==> src/rtl/booth4_pkg.sv <==
// Shared types and constants for the radix-4 Booth multiply controller:
// FSM states, ALU function codes, register op codes and the control word
// that the FSM drives onto the datapath.
package booth4_pkg;

  typedef enum logic [2:0] {
    IDLE  = 3'd0,
    LOAD  = 3'd1,
    EVAL  = 3'd2,
    ADD   = 3'd3,
    SHIFT = 3'd4,
    DONE  = 3'd5
  } state_t;

  // ALU function select
  localparam logic [3:0] FN_ADD  = 4'd0;  // X + Y
  localparam logic [3:0] FN_SUB  = 4'd1;  // X - Y
  localparam logic [3:0] FN_ADD2 = 4'd2;  // X + 2Y
  localparam logic [3:0] FN_SUB2 = 4'd3;  // X - 2Y

  // Register operation select
  localparam logic [2:0] OP_HOLD = 3'b000;
  localparam logic [2:0] OP_INC1 = 3'b001;
  localparam logic [2:0] OP_INC2 = 3'b010;
  localparam logic [2:0] OP_DEC1 = 3'b011;
  localparam logic [2:0] OP_DEC2 = 3'b100;
  localparam logic [2:0] OP_SHR2 = 3'b101;
  localparam logic [2:0] OP_SHL1 = 3'b110;

  // Complete control word presented to the datapath in one cycle
  typedef struct packed {
    logic       busy;
    logic       done;
    logic       ld_p;
    logic       ld_mcand;
    logic       ld_mplier;
    logic       ld_count;
    logic       p_clr;
    logic [2:0] sel_p;
    logic [2:0] sel_mplier;
    logic [2:0] sel_count;
    logic [3:0] func_sel;
    logic       tr_p;
    logic       tr_mcand;
    logic       tr_mplier;
    logic       tr_count;
  } ctrl_t;

  localparam ctrl_t CTRL_IDLE = '0;

  // Control word for a given state. fn is only used by ADD, where it
  // carries the ALU operation chosen by the recoder in the preceding EVAL.
  // Only P and Mcand ever drive the buses, and they sit on different buses.
  function automatic ctrl_t decode_ctrl(input state_t s, input logic [3:0] fn);
    ctrl_t c;
    c = CTRL_IDLE;
    case (s)
      IDLE: begin
        c = CTRL_IDLE;
      end
      LOAD: begin
        c.busy       = 1'b1;
        c.ld_mcand   = 1'b1;
        c.ld_mplier  = 1'b1;
        c.ld_count   = 1'b1;
        c.p_clr      = 1'b1;
        c.sel_p      = OP_HOLD;
        c.sel_mplier = OP_HOLD;
        c.sel_count  = OP_HOLD;
      end
      EVAL: begin
        c.busy = 1'b1;
      end
      ADD: begin
        c.busy     = 1'b1;
        c.tr_p     = 1'b1;
        c.tr_mcand = 1'b1;
        c.ld_p     = 1'b1;
        c.sel_p    = OP_HOLD;
        c.func_sel = fn;
      end
      SHIFT: begin
        c.busy       = 1'b1;
        c.ld_p       = 1'b1;
        c.sel_p      = OP_SHR2;
        c.ld_mplier  = 1'b1;
        c.sel_mplier = OP_SHR2;
        c.ld_count   = 1'b1;
        c.sel_count  = OP_DEC1;
      end
      DONE: begin
        c.busy = 1'b1;
        c.done = 1'b1;
      end
      default: begin
        c = CTRL_IDLE;
      end
    endcase
    return c;
  endfunction

endpackage

==> src/rtl/booth4_recode.sv <==
// Radix-4 Booth recoder: turns the 3-bit window {Mplier[1], Mplier[0], q_-1}
// into "an ALU pass is needed" plus the ALU function for that pass.
// Digits: 0 -> skip, +1 -> X+Y, -1 -> X-Y, +2 -> X+2Y, -2 -> X-2Y.
module booth4_recode
  import booth4_pkg::*;
(
  input  logic [2:0] win,
  output logic       need_add,
  output logic [3:0] func_sel
);

  // Map each Booth window to its ALU operation
  always_comb begin
    need_add = 1'b0;
    func_sel = FN_ADD;
    case (win)
      3'b000, 3'b111: begin
        need_add = 1'b0;
        func_sel = FN_ADD;
      end
      3'b001, 3'b010: begin
        need_add = 1'b1;
        func_sel = FN_ADD;
      end
      3'b011: begin
        need_add = 1'b1;
        func_sel = FN_ADD2;
      end
      3'b100: begin
        need_add = 1'b1;
        func_sel = FN_SUB2;
      end
      3'b101, 3'b110: begin
        need_add = 1'b1;
        func_sel = FN_SUB;
      end
      default: begin
        need_add = 1'b0;
        func_sel = FN_ADD;
      end
    endcase
  end

endmodule

==> src/rtl/booth4_mult_ctrl.sv <==
// Moore FSM sequencing the radix-4 Booth multiply datapath.
// IDLE -> LOAD -> (EVAL -> [ADD] -> SHIFT)* -> EVAL -> DONE -> IDLE.
// The whole control word is registered together with the state, so every
// output is the decode of the current state; the ALU function used in ADD
// is captured in that word while the FSM leaves EVAL.
// Optional macro BOOTH4_EARLY_TERM_EN: EVAL also finishes as soon as the
// datapath reports that the remaining multiplier bits are all zero.
module booth4_mult_ctrl
  import booth4_pkg::*;
#(
  parameter int WIDTH    = 8,
  parameter int CNT_INIT = WIDTH / 2
) (
  input  logic       clk,
  input  logic       rst,
  input  logic       start,
  input  logic [2:0] booth_win,
  input  logic       count_zero,
  input  logic       mplier_rest_zero,
  output logic       busy,
  output logic       done,
  output logic       ldP,
  output logic       ldMcand,
  output logic       ldMplier,
  output logic       ldCount,
  output logic       p_clr,
  output logic [2:0] selP,
  output logic [2:0] selMplier,
  output logic [2:0] selCount,
  output logic [3:0] func_sel,
  output logic       trP,
  output logic       trMcand,
  output logic       trMplier,
  output logic       trCount,
  output logic [7:0] cnt_init
);

  state_t     state;
  state_t     next_state;
  ctrl_t      ctrl_q;
  logic       need_add;
  logic [3:0] rec_func;
  logic       finish;

  booth4_recode u_recode (
    .win      (booth_win),
    .need_add (need_add),
    .func_sel (rec_func)
  );

`ifdef BOOTH4_EARLY_TERM_EN
  // Stop when Count expires or when only skip windows remain
  always_comb begin
    finish = count_zero | mplier_rest_zero;
  end
`else
  logic unused_rest_zero;
  assign unused_rest_zero = mplier_rest_zero;

  // Latency is fixed by Count alone
  always_comb begin
    finish = count_zero;
  end
`endif

  // Next-state selection; status inputs matter only in IDLE and EVAL
  always_comb begin
    next_state = state;
    case (state)
      IDLE: begin
        if (start) begin
          next_state = LOAD;
        end else begin
          next_state = IDLE;
        end
      end
      LOAD:  next_state = EVAL;
      EVAL: begin
        if (finish) begin
          next_state = DONE;
        end else if (need_add) begin
          next_state = ADD;
        end else begin
          next_state = SHIFT;
        end
      end
      ADD:   next_state = SHIFT;
      SHIFT: next_state = EVAL;
      DONE:  next_state = IDLE;
      default: next_state = IDLE;
    endcase
  end

  // State register plus registered control word; reset clears both at once
  always_ff @(posedge clk or posedge rst) begin
    if (rst) begin
      state  <= IDLE;
      ctrl_q <= CTRL_IDLE;
    end else begin
      state  <= next_state;
      ctrl_q <= decode_ctrl(next_state, rec_func);
    end
  end

  assign busy      = ctrl_q.busy;
  assign done      = ctrl_q.done;
  assign ldP       = ctrl_q.ld_p;
  assign ldMcand   = ctrl_q.ld_mcand;
  assign ldMplier  = ctrl_q.ld_mplier;
  assign ldCount   = ctrl_q.ld_count;
  assign p_clr     = ctrl_q.p_clr;
  assign selP      = ctrl_q.sel_p;
  assign selMplier = ctrl_q.sel_mplier;
  assign selCount  = ctrl_q.sel_count;
  assign func_sel  = ctrl_q.func_sel;
  assign trP       = ctrl_q.tr_p;
  assign trMcand   = ctrl_q.tr_mcand;
  assign trMplier  = ctrl_q.tr_mplier;
  assign trCount   = ctrl_q.tr_count;
  assign cnt_init  = 8'(CNT_INIT);

endmodule

==> config.mk <==
export PLATFORM = sky130hd
export DESIGN_NAME = booth4_mult_ctrl
export DESIGN_NICKNAME = d
export VERILOG_FILES = /design/src/rtl/booth4_pkg.sv /design/src/rtl/booth4_recode.sv /design/src/rtl/booth4_mult_ctrl.sv
export SDC_FILE = /design/constraint.sdc
export NUM_CORES = 1
export LEC_CHECK = 0
export ABC_AREA = 1
export CAP_MARGIN = 20
export CORE_ASPECT_RATIO = 1.5
export CORE_MARGIN = 2
export CORE_UTILIZATION = 33
export CTS_CLUSTER_DIAMETER = 100
export CTS_CLUSTER_SIZE = 10
export DETAILED_ROUTE_END_ITERATION = 16
export HOLD_SLACK_MARGIN = 0.06
export PLACE_DENSITY = 0.74
export SKIP_CTS_REPAIR_TIMING = 1
export SYNTH_ARGS = -nofsm -noshare
export SYNTH_HDL_FRONTEND = slang
export SYNTH_SLANG_ARGS = --single-unit
==> constraint.sdc <==
create_clock -name clk -period 1 [get_ports clk]
set_input_delay 0.25 -clock clk [delete_from_list [all_inputs] [get_ports clk]]
set_output_delay 0.25 -clock clk [all_outputs]
set_load 0.02 [all_outputs]
==> out/results.tsv <==
metric	value	unit
status	finished, violations left	
violations	negative setup slack	
area_delta_synth_final	42.44	%
period_share	1.133	
r2r_setup_slack	-0.13	ns
design.die.area	0.002470	mm^2
cts.root.buffer_cell	clkbuf_4	
startpoint_type	register	
h-tree-depth	1	
drt-pass1-iter-count	3	
pwr_density_cell	2925	mW/mm^2
p_comb_frac	0.576	
ys_seq_area_frac	0.4372	
cts_made_buffers	3	
routed_wirelength	1258	um
nNetsFinal	113	
grt_pass1_wl	1593	um
multi_input_area	284.0	um^2
rr_worst_depth	6	
critPathRequiredTime	1.17	ns
hold_viol	0	
drv_cap	0	
period_needed	1.133	ns
cell_internal_pwr	1.599	mW
seq_power_share	0.287	
worst_ep_arrival_time	1.31	ns
syn_avg_cell_area	8.586	um^2
seqCellArea	302.8	um^2
port_buffers	23	
ys.flop_type	dfrtp_1	
tns	-2.129	ns
finalSetupViolCount	27	
rsz0062_at_grt	yes	
hold_path.class	in -> async	
synth_edf_count	0	
wl_per_cell	9.984	um
grt_max_degree	13	
synth_common_cells	23 x buf_4, 12 x dfrtp_1, 11 x nand2_1	
vias_per_cell	4.206	
synth_most_common_cell	buf_4	
reg2reg_from	state[2]	
tritoncts	yes	
yosys.cell_types.count	15	
gp_congestion	0.8787	
ant_nets	0	
coreArea	0.002002	mm^2
slew_violations	0	
die_x	41.25	um
cts_buffer_depth	2	
synth_warnings	0	
path_buf_inv	0	
clk_pin_slew	0.08	ns
setup_slack	-0.1331	ns
p_sw	1.262	mW
ios	40	
path_max_fanout	4	
num_vias	530	
antenna_cells	0	
path_delay_family	simple AND/OR/NAND/NOR gates	
r2r-end	ldP	
synth_area_leaders	dfrtp_1 44%, buf_4 25%, nand2_1 6.0%, inv_1 4.4%, nand3_1 2.9%	
syn_area	686.9	um^2
crit_chain	nor2_4 -> nand2_2 -> nand2_4 -> nand2_4 -> nand3_4 -> nand2_2	
die_h	59.88	um
fillers	192	
grt_pass1_vias	416	
clockPowerShare	0.137	
netlist_instances	80	
overflow	0	
max_freq	882.5	MHz
grt_antenna_before_repair	0	
place_ws	-0.3988	ns
power	2.862	mW
clock-sinks	12	
ys_seq_elements	12	
synth_top_cell_by_area	dfrtp_1	
drc_errors	0	
grtUsageTotal	0.09971	
p_leak	0.5530	nW
max-vdd-ir-drop	1.300	mV
final.setup_skew	0.006037	ns
start_util	0.3431	
hpwl	920.3	um
cp_slowest_cell	dfrtp_1	
path_class	reg -> reg	
rows	20	
drive_gt1_frac	0.5673	
netlist.area_leader.share	0.4372	
ys_async_sr_fraction	1.000	
switching_share	0.4411	
drt_iter0_drc	2	
clk_latency	0.28	ns
crit_path_end_kind	register	
cp_slowest_stage_delay	0.42	ns
==> worst min-delay path, stage by stage <==
cell and delay, ns:
clkdlybuf4s50_1 0.40, inv_1 0.05, buf_4 0.19
==> metal layers <==
metal / track usage / vias to the layer above / wire (um)
met3: 0.02602 / 5 / 123
li1: - / 253 / -
met1: 0.08962 / 237 / 400
met5: 0 / - / 0
met4: 0.06912 / 0 / 32
met2: 0.1763 / 35 / 702
==> power groups by stage <==
stage / sequential, mW / combinational [mW] / clock [mW]
3_3_place_gp: 0.763 / 1.32 / 0
2_1_floorplan: 0.904 / 0.801 / 0
4_1_cts: 0.763 / 1.36 / 0.390
5_1_grt: 0.840 / 1.78 / 0.415
3_5_place_dp: 0.773 / 1.35 / 0
6_report: 0.821 / 1.65 / 0.393
==> registers in the layout (all words and copies together) (netlist names) <==
signal,flops
ldP,1
done,1
ldCount,1
selCount,1
busy,1
func_sel,2
p_clr,1
trMcand,1
state,3
==> worst max-delay path by stage <==
stage | to | slack, ns | cells after the start | from
floorplan | ldCount | 0.02 | 6 | state[0]
global placement | ldCount | -0.35 | 7 | booth_win[0]
detailed placement | busy | -0.40 | 6 | booth_win[2]
CTS | selP[2] | -0.59 | 1 | selCount[0]
global route | ldCount | -0.20 | 6 | state[2]
finish | ldP | -0.13 | 6 | state[2]
==> metrics by stage <==
stage                     instance area (um^2)  std cells  hold WS (ns)    util
after floorplan                          735.7         93        0.1147       -
after global placement                   858.3        120        0.5261  0.4288
after detailed placement                 858.3        120        0.5311  0.4288
after CTS                                894.6        124        0.2604  0.4469
after global routing                     978.4        126        0.2616  0.4888
final                                    978.4        126        0.2475  0.4888
==> cell families after synthesis <==
logic type	Yosys count	share of synthesized area
simple gates	30	0.2259
other cells	2	0.01093
compound gates	2	0.01456
flops	12	0.4372
buf+inv	34	0.3115
==> cells in the final DEF (no fill, tap or decap) <==
cell | netlist | layout
conb_1 | 2 | 15
buf_6 | 0 | 13
dfrtp_1 | 12 | 10
inv_2 | 3 | 8
buf_4 | 23 | 7
nor2_2 | 3 | 6
nand2_2 | 3 | 6
nand2_1 | 11 | 5
buf_2 | 0 | 4
inv_1 | 8 | 3
nand2_4 | 0 | 3
nand3_2 | 2 | 3
clkbuf_4 | 0 | 3
dlymetal6s2s_1 | 0 | 3
clkdlybuf4s50_1 | 0 | 3
nand3_1 | 4 | 2
nor2_4 | 1 | 2
dfrtp_2 | 0 | 2
nand4_1 | 1 | 1
o21ai_1 | 1 | 1
nand3_4 | 0 | 1
nor2_1 | 5 | 1
o21ai_0 | 1 | 1
clkbuf_8 | 0 | 1
==> layout make-up <==
type	count	share of cell area
well taps	22	0.02813
clock buffers	4	0.03708
flip-flops and latches	12	0.3095
repair buffers	30	0.2928
multi-input cells	47	0.2903
inverters	11	0.04220
Power figures use the tool's default switching activity.
